File: src/rtl/inst_fifo.sv
`default_nettype none
// inst_fifo: dual-push / dual-pop circular instruction queue between fetch and decode.
// Optional same-cycle forwarding into an empty queue: define INST_FIFO_BYPASS_EN.
module inst_fifo #(
    parameter int DEPTH = 16
) (
    input  logic        clk,
    input  logic        rst,
    input  logic        flush,
    input  logic        write_en1,
    input  logic        write_en2,
    input  logic [31:0] write_pc1,
    input  logic [31:0] write_pc2,
    input  logic [31:0] write_inst1,
    input  logic [31:0] write_inst2,
    input  logic        read_en1,
    input  logic        read_en2,
    output logic        read_valid1,
    output logic        read_valid2,
    output logic [31:0] read_pc1,
    output logic [31:0] read_pc2,
    output logic [31:0] read_inst1,
    output logic [31:0] read_inst2,
    output logic        empty,
    output logic        almost_empty,
    output logic        full
);
    localparam int AW = $clog2(DEPTH);
    localparam logic [AW:0] C_ONE      = (AW+1)'(1);
    localparam logic [AW:0] C_DEPTH_M1 = (AW+1)'(DEPTH - 1);

    logic [31:0]   pc_mem_q   [DEPTH];
    logic [31:0]   inst_mem_q [DEPTH];
    logic [AW-1:0] rptr_q, rptr_d, wptr_q, wptr_d;
    logic [AW-1:0] rptr_p1, wptr_p1;
    logic [AW:0]   count_q, count_d;
    logic [1:0]    push_n, pop_req, pop_n, mem_pop, store_n;
    logic          byp_act, skip_slot1;
    logic          wr0_en, wr1_en;
    logic [31:0]   wr0_pc, wr0_inst;

    assign rptr_p1 = rptr_q + AW'(1);
    assign wptr_p1 = wptr_q + AW'(1);

    always_comb begin
        full    = (count_q >= C_DEPTH_M1);
        push_n  = (write_en1 && !full) ? (write_en2 ? 2'd2 : 2'd1) : 2'd0;
        pop_req = read_en1 ? (read_en2 ? 2'd2 : 2'd1) : 2'd0;
`ifdef INST_FIFO_BYPASS_EN
        byp_act = (count_q == '0);
`else
        byp_act = 1'b0;
`endif
        // With forwarding active, pops are served from the incoming slots and only the rest is stored
        if (byp_act) begin
            pop_n      = (pop_req < push_n) ? pop_req : push_n;
            store_n    = push_n - pop_n;
            skip_slot1 = (pop_n == 2'd1);
            mem_pop    = 2'd0;
        end else begin
            if (count_q == '0)
                pop_n = 2'd0;
            else if (count_q == C_ONE && pop_req == 2'd2)
                pop_n = 2'd1;
            else
                pop_n = pop_req;
            store_n    = push_n;
            skip_slot1 = 1'b0;
            mem_pop    = pop_n;
        end

        wr0_en   = !flush && (store_n != 2'd0);
        wr1_en   = !flush && (store_n == 2'd2);
        wr0_pc   = skip_slot1 ? write_pc2   : write_pc1;
        wr0_inst = skip_slot1 ? write_inst2 : write_inst1;

        if (flush) begin
            rptr_d  = '0;
            wptr_d  = '0;
            count_d = '0;
        end else begin
            rptr_d  = rptr_q + AW'(mem_pop);
            wptr_d  = wptr_q + AW'(store_n);
            count_d = count_q + (AW+1)'(store_n) - (AW+1)'(mem_pop);
        end
    end

    always_ff @(posedge clk or posedge rst) begin
        if (rst) begin
            rptr_q  <= '0;
            wptr_q  <= '0;
            count_q <= '0;
        end else begin
            rptr_q  <= rptr_d;
            wptr_q  <= wptr_d;
            count_q <= count_d;
        end
    end

    always_ff @(posedge clk) begin
        if (wr0_en) begin
            pc_mem_q[wptr_q]   <= wr0_pc;
            inst_mem_q[wptr_q] <= wr0_inst;
        end
        if (wr1_en) begin
            pc_mem_q[wptr_p1]   <= write_pc2;
            inst_mem_q[wptr_p1] <= write_inst2;
        end
    end

    always_comb begin
        empty        = (count_q == '0);
        almost_empty = (count_q == C_ONE);
        read_valid1  = (count_q != '0);
        read_valid2  = (count_q > C_ONE);
        read_pc1     = read_valid1 ? pc_mem_q[rptr_q]    : 32'h0;
        read_inst1   = read_valid1 ? inst_mem_q[rptr_q]  : 32'h0;
        read_pc2     = read_valid2 ? pc_mem_q[rptr_p1]   : 32'h0;
        read_inst2   = read_valid2 ? inst_mem_q[rptr_p1] : 32'h0;
`ifdef INST_FIFO_BYPASS_EN
        if (count_q == '0 && !flush) begin
            read_valid1 = write_en1;
            read_valid2 = write_en1 & write_en2;
            read_pc1    = read_valid1 ? write_pc1   : 32'h0;
            read_inst1  = read_valid1 ? write_inst1 : 32'h0;
            read_pc2    = read_valid2 ? write_pc2   : 32'h0;
            read_inst2  = read_valid2 ? write_inst2 : 32'h0;
        end
`endif
    end
endmodule
`default_nettype wire
File: config.mk
export PLATFORM = sky130hd
export DESIGN_NAME = inst_fifo
export DESIGN_NICKNAME = d
export VERILOG_FILES = /design/src/rtl/inst_fifo.sv
export SDC_FILE = /design/constraint.sdc
export NUM_CORES = 2
export LEC_CHECK = 0
export BUFFER_PORTS_ARGS = -buffer_cell sky130_fd_sc_hd__buf_4
export CAP_MARGIN = 30
export CORE_UTILIZATION = 40
export DETAILED_ROUTE_END_ITERATION = 6
export RECOVER_POWER = 100
export SETUP_SLACK_MARGIN = 0.1
export SYNTH_ARGS = -nofsm -noshare
export SYNTH_HDL_FRONTEND = slang
export SYNTH_SLANG_ARGS = --single-unit
File: constraint.sdc
create_clock -name clk -period 7.8 [get_ports clk]
set_input_delay 1.56 -clock clk [delete_from_list [all_inputs] [get_ports clk]]
set_output_delay 1.56 -clock clk [all_outputs]
set_load 0.005 [all_outputs]
Yosys cells after proc, flatten, opt, wreduce, memory -nomap -nowiden
Memories as Yosys holds them, arrays and structs flattened. Cells that the tools add are included. W data, S select, Z words.

Register bits: 13. Memories: 2. Output and inout bits: 133. Input port bits: 135. Memory bits (writable): 1024.

Memories: inst_mem_q (words 16, width 32, read ports 2, clocked after memory_dff 0, write ports 2, RTL line 33) `logic [31:0] inst_mem_q [DEPTH];`; pc_mem_q (words 16, width 32, read ports 2, clocked after memory_dff 0, write ports 2, RTL line 32) `logic [31:0] pc_mem_q [DEPTH];`.

Eq/ne operators: 3. Add/subtract/negate cells: 6. Reductions and logical operators: 9. Order comparisons: 2. Mux-type cells: 17.

Operator list (number): $mux W32 (4); $mux W2 (6); $add A4 B1 Y4 const B (2); $add A4 B2 Y4 (2); $mux W4 (2); $add A5 B2 Y5 (1); $eq A5 B1 Y1 const B (1); $ge A5 B4 Y1 const B (1); $gt A5 B1 Y1 const B (1); $logic_not A5 Y1 (1); $mux W5 (1); $reduce_bool A5 Y1 (1); $sub A5 B2 Y5 (1); $eq A2 B2 Y1 const B (2); $logic_and A1 B1 Y1 (4); $mux W1 (4); $logic_not A1 Y1 (2); $reduce_bool A2 Y1 (1).

Logic depth before layout (Yosys ltp)
Depth in word-level cells: 8. Gate-level depth with buffers: 16. Gate-level depth less buffers: 15.

Worst setup path before layout
Ideal clock, no wire load.

Path type: input to register. Start: in flush. End: mem inst_mem_q[1][0], enable pin. Path buffers: 1. Arrival: 6.538 ns. Path slack: 0.688 ns. Cell stages on the path: 4. Data required time: 7.226 ns. Library setup time: 0.574 ns. Cells stage by stage: clkbuf_1 -> nor2_1 -> nand3_1 -> o21ai_0.

RTL lines: start: declaration (RTL line 9) `input logic flush,`; end: declaration (RTL line 33).

Worst setup path after layout
Start: reg count_q[2]. End: out read_inst1[24].

Longest elaborated chain between the ends: 2.

RTL lines: start: declaration (RTL line 36) `logic [AW:0] count_q, count_d;`; start signal: assignment (RTL line 96) `count_q <= count_d;`; $reduce_bool A5 Y1 (RTL line 114) `read_valid1 = (count_q != '0);`; $mux W32 (RTL line 117) `read_inst1 = read_valid1 ? inst_mem_q[rptr_q] : 32'h0;`; end: declaration (RTL line 22) `output logic [31:0] read_inst1,`.

No other way between the ends.

==> impl_metrics.json <==
{
  "synthToLayoutAreaGrowth_pct": 8.29,
  "status": "finished with violations",
  "maxCapViolations": 60,
  "drc": 59,
  "gp_congestion": 0.774,
  "fillers": 14000,
  "p_leak_nw": 21.0,
  "route.met2.wl_mm": 99.8,
  "initial_core_util": 0.403,
  "syn_avg_cell_area_um2": 17.2,
  "avgViaCountPerCell": 6.45,
  "cts_max_path_buffers": 3,
  "skew_ns": 0.0412,
  "async_flop_share": 0.0125,
  "rsz0062_at_grt": "false",
  "grt_first_pass_wirelength_mm": 288,
  "postSynthRegisterBits": 1037,
  "dieArea_um2": 157000,
  "synth_compound_gate_area_share": 0.0325,
  "port_buffers": 267,
  "crit_path_start_kind": "register",
  "routed-wl-met3_mm": 17.8,
  "final_common_cell": "edfxtp_1",
  "gr-total-overflow": 0,
  "first_pass_iters": 7,
  "cts.clk_slew.worst_paths_ns": 0.06,
  "drt_wl_total_mm": 207,
  "synthSimpleGateAreaFrac": 0.0102,
  "violations": "design-rule violations, max-capacitance violations, max-slew violations",
  "hold_violations": 0,
  "slew_violations": 1790,
  "path_class": "register to output port",
  "wl_per_cell_um": 35.5,
  "antenna_found_initial": 32,
  "worstHoldPathType": "register to register",
  "postRouteAntennaNets": 0,
  "hpwl_mm": 112,
  "relSlewSlack": -1.76,
  "synthXorXnorAreaFrac": 0.000844,
  "core_um2": 154000,
  "setup_tns_ns": 0,
  "syn_nets": 3777,
  "wl_met1_mm": 82.4,
  "std_cell_rows": 144,
  "ios": 268,
  "synthCells": 3624,
  "setup_viol": 0,
  "vias": 37700,
  "crit_fanout": 23,
  "final_cell_mix": "edfxtp_1, mux2_2, mux4_2, mux2_1, buf_4",
  "die_y_um": 397,
  "synth_fa_ha_area_frac": 0.00410,
  "ctsHoldBuffers": 0,
  "synth_top_family_by_area": "multiplexers",
  "cts.sinks": 1037,
  "ys_seq_area_frac": 0.499,
  "synth.area.mux_share": 0.417,
  "grt_pass1_vias": 37500,
  "ff_latch_area_um2": 31100,
  "layout-drive-gt1-share": 0.421,
  "fin_crit_ns": 7.19,
  "insertion_delay_ns": 0.76,
  "cts_buffers": 117,
  "worstPathRequired_ns": 6.24,
  "synth_ff_type": "edfxtp_1",
  "arrival_ns": 5.63,
  "power_density_nw_per_um2": 291,
  "grt_max_degree": 149,
  "tightest_slew_ns": 4.14,
  "synth_edf_count": 1024,
  "highest_layer": "met5",
  "cts_setup_buffers": 0,
  "p_total_mw": 19.6,
  "first_iter_violations": 4121,
  "nNetsFinal": 3831,
  "critPathCaptureType": "output port",
  "die_x_um": 397,
  "fmax_mhz": 139,
  "gr-usage-all-layers": 0.257,
  "min_period_over_period": 0.921,
  "ctsHtreeMaxLevel": 3,
  "cts_resized": 0,
  "multi_input_area_um2": 27400,
  "cts_tree": "yes",
  "vdd_drop_max_mv": 0.307,
  "ys_warn_count": 0,
  "netlist_area_um2": 62300,
  "synth.distinct_cells": 43,
  "root_buffer": "clkbuf_16"
}
[power breakdown]
part           leakage [nW]  internal [mW]  switching, mW
registers              9.40           6.28          0.114
logic                  9.91           3.84           4.07
clock network          1.73           2.97           2.36
[flip-flops by register name, indices dropped and copies added, names as in the netlist]
register,count
pc_mem_q,512
rptr_q,4
count_q,5
wptr_q,4
inst_mem_q,512
[cells by family after synthesis]
kind of cell             Yosys count
multiplexers                    1664
flip-flops                      1037
buffers and inverters            448
AO/OA/AOI/OAI                    329
AND/OR/NAND/NOR                  122
adder cells (fa/ha/maj)           18
XOR/XNOR                           6
[per-layer routing]
| layer | vias to the layer above | GRT usage |
|---|---|---|
| li1 | 15100 | - |
| met1 | 20100 | 0.338 |
| met2 | 1983 | 0.423 |
| met3 | 404 | 0.0511 |
| met4 | 20 | 0.0916 |
| met5 | - | 0 |
[worst max-delay path, stage by stage, from the launching register on]
cell	delay, ns
dfrtp_1	0.41
inv_1	0.12
ha_1	0.17
or3b_2	0.51
nand2b_1	0.42
nand2_1	1.61
clkbuf_2	0.89
o22ai_1	0.46
clkbuf_4	0.27
[cell usage after synthesis (15+ instances only)]
| cell | count | area, um2 |
|---|---|---|
| a41oi_1 | 23 | 201 |
| o22ai_1 | 64 | 400 |
| a31oi_1 | 41 | 257 |
| edfxtp_1 | 1024 | 30700 |
| buf_1 | 15 | 56.3 |
| mux4_2 | 512 | 11500 |
| mux2_4 | 441 | 6620 |
| nand2_1 | 52 | 195 |
| mux2i_1 | 128 | 1280 |
| o21ai_0 | 142 | 711 |
| a22oi_1 | 41 | 308 |
| clkbuf_1 | 227 | 852 |
| inv_1 | 16 | 60.1 |
| buf_6 | 54 | 608 |
| buf_2 | 135 | 676 |
| mux2_2 | 583 | 6570 |
[area by class of cell]
class                      count  share of cell area
multi-input combinational   2139               0.406
clock inverter                52             0.00664
clock buffer                 162              0.0467
timing repair buffer         366              0.0400
sequential                  1037               0.461
tap                         2044              0.0379
antenna                       21            0.000779
inverter                      17            0.000946
[metrics by stage]
step | utilization | setup WS, ns | instances | hold slack [ns] | cell area, um2
floorplan | - | 0.688 | 3624 | 0.575 | 62300
global placement | 0.426 | 2.02 | 5589 | 0.618 | 65800
detailed placement | 0.428 | 2.01 | 5600 | 0.620 | 66100
CTS | 0.451 | 1.19 | 5814 | 0.640 | 69700
global route | 0.437 | 0.693 | 5833 | 0.656 | 67400
finish | 0.437 | 0.614 | 5838 | 0.645 | 67500
[path summary, 6_finish.rpt]
kind | from | end | slack, ns | cells past startpoint
setup reg to reg | count_q[4] | inst_mem_q[3][10] | 0.78 | 8
max in group asynchronous | rst | rptr_q[1] | 6.29 | 2
hold / removal | wptr_q[0] | wptr_q[0] | 0.64 | 2
hold reg to reg | wptr_q[0] | wptr_q[0] | 0.64 | 2
setup / recovery | count_q[2] | read_inst1[24] | 0.61 | 8
min in group asynchronous | rst | wptr_q[0] | 1.04 | 2
Power figures use the tool's default switching activity.
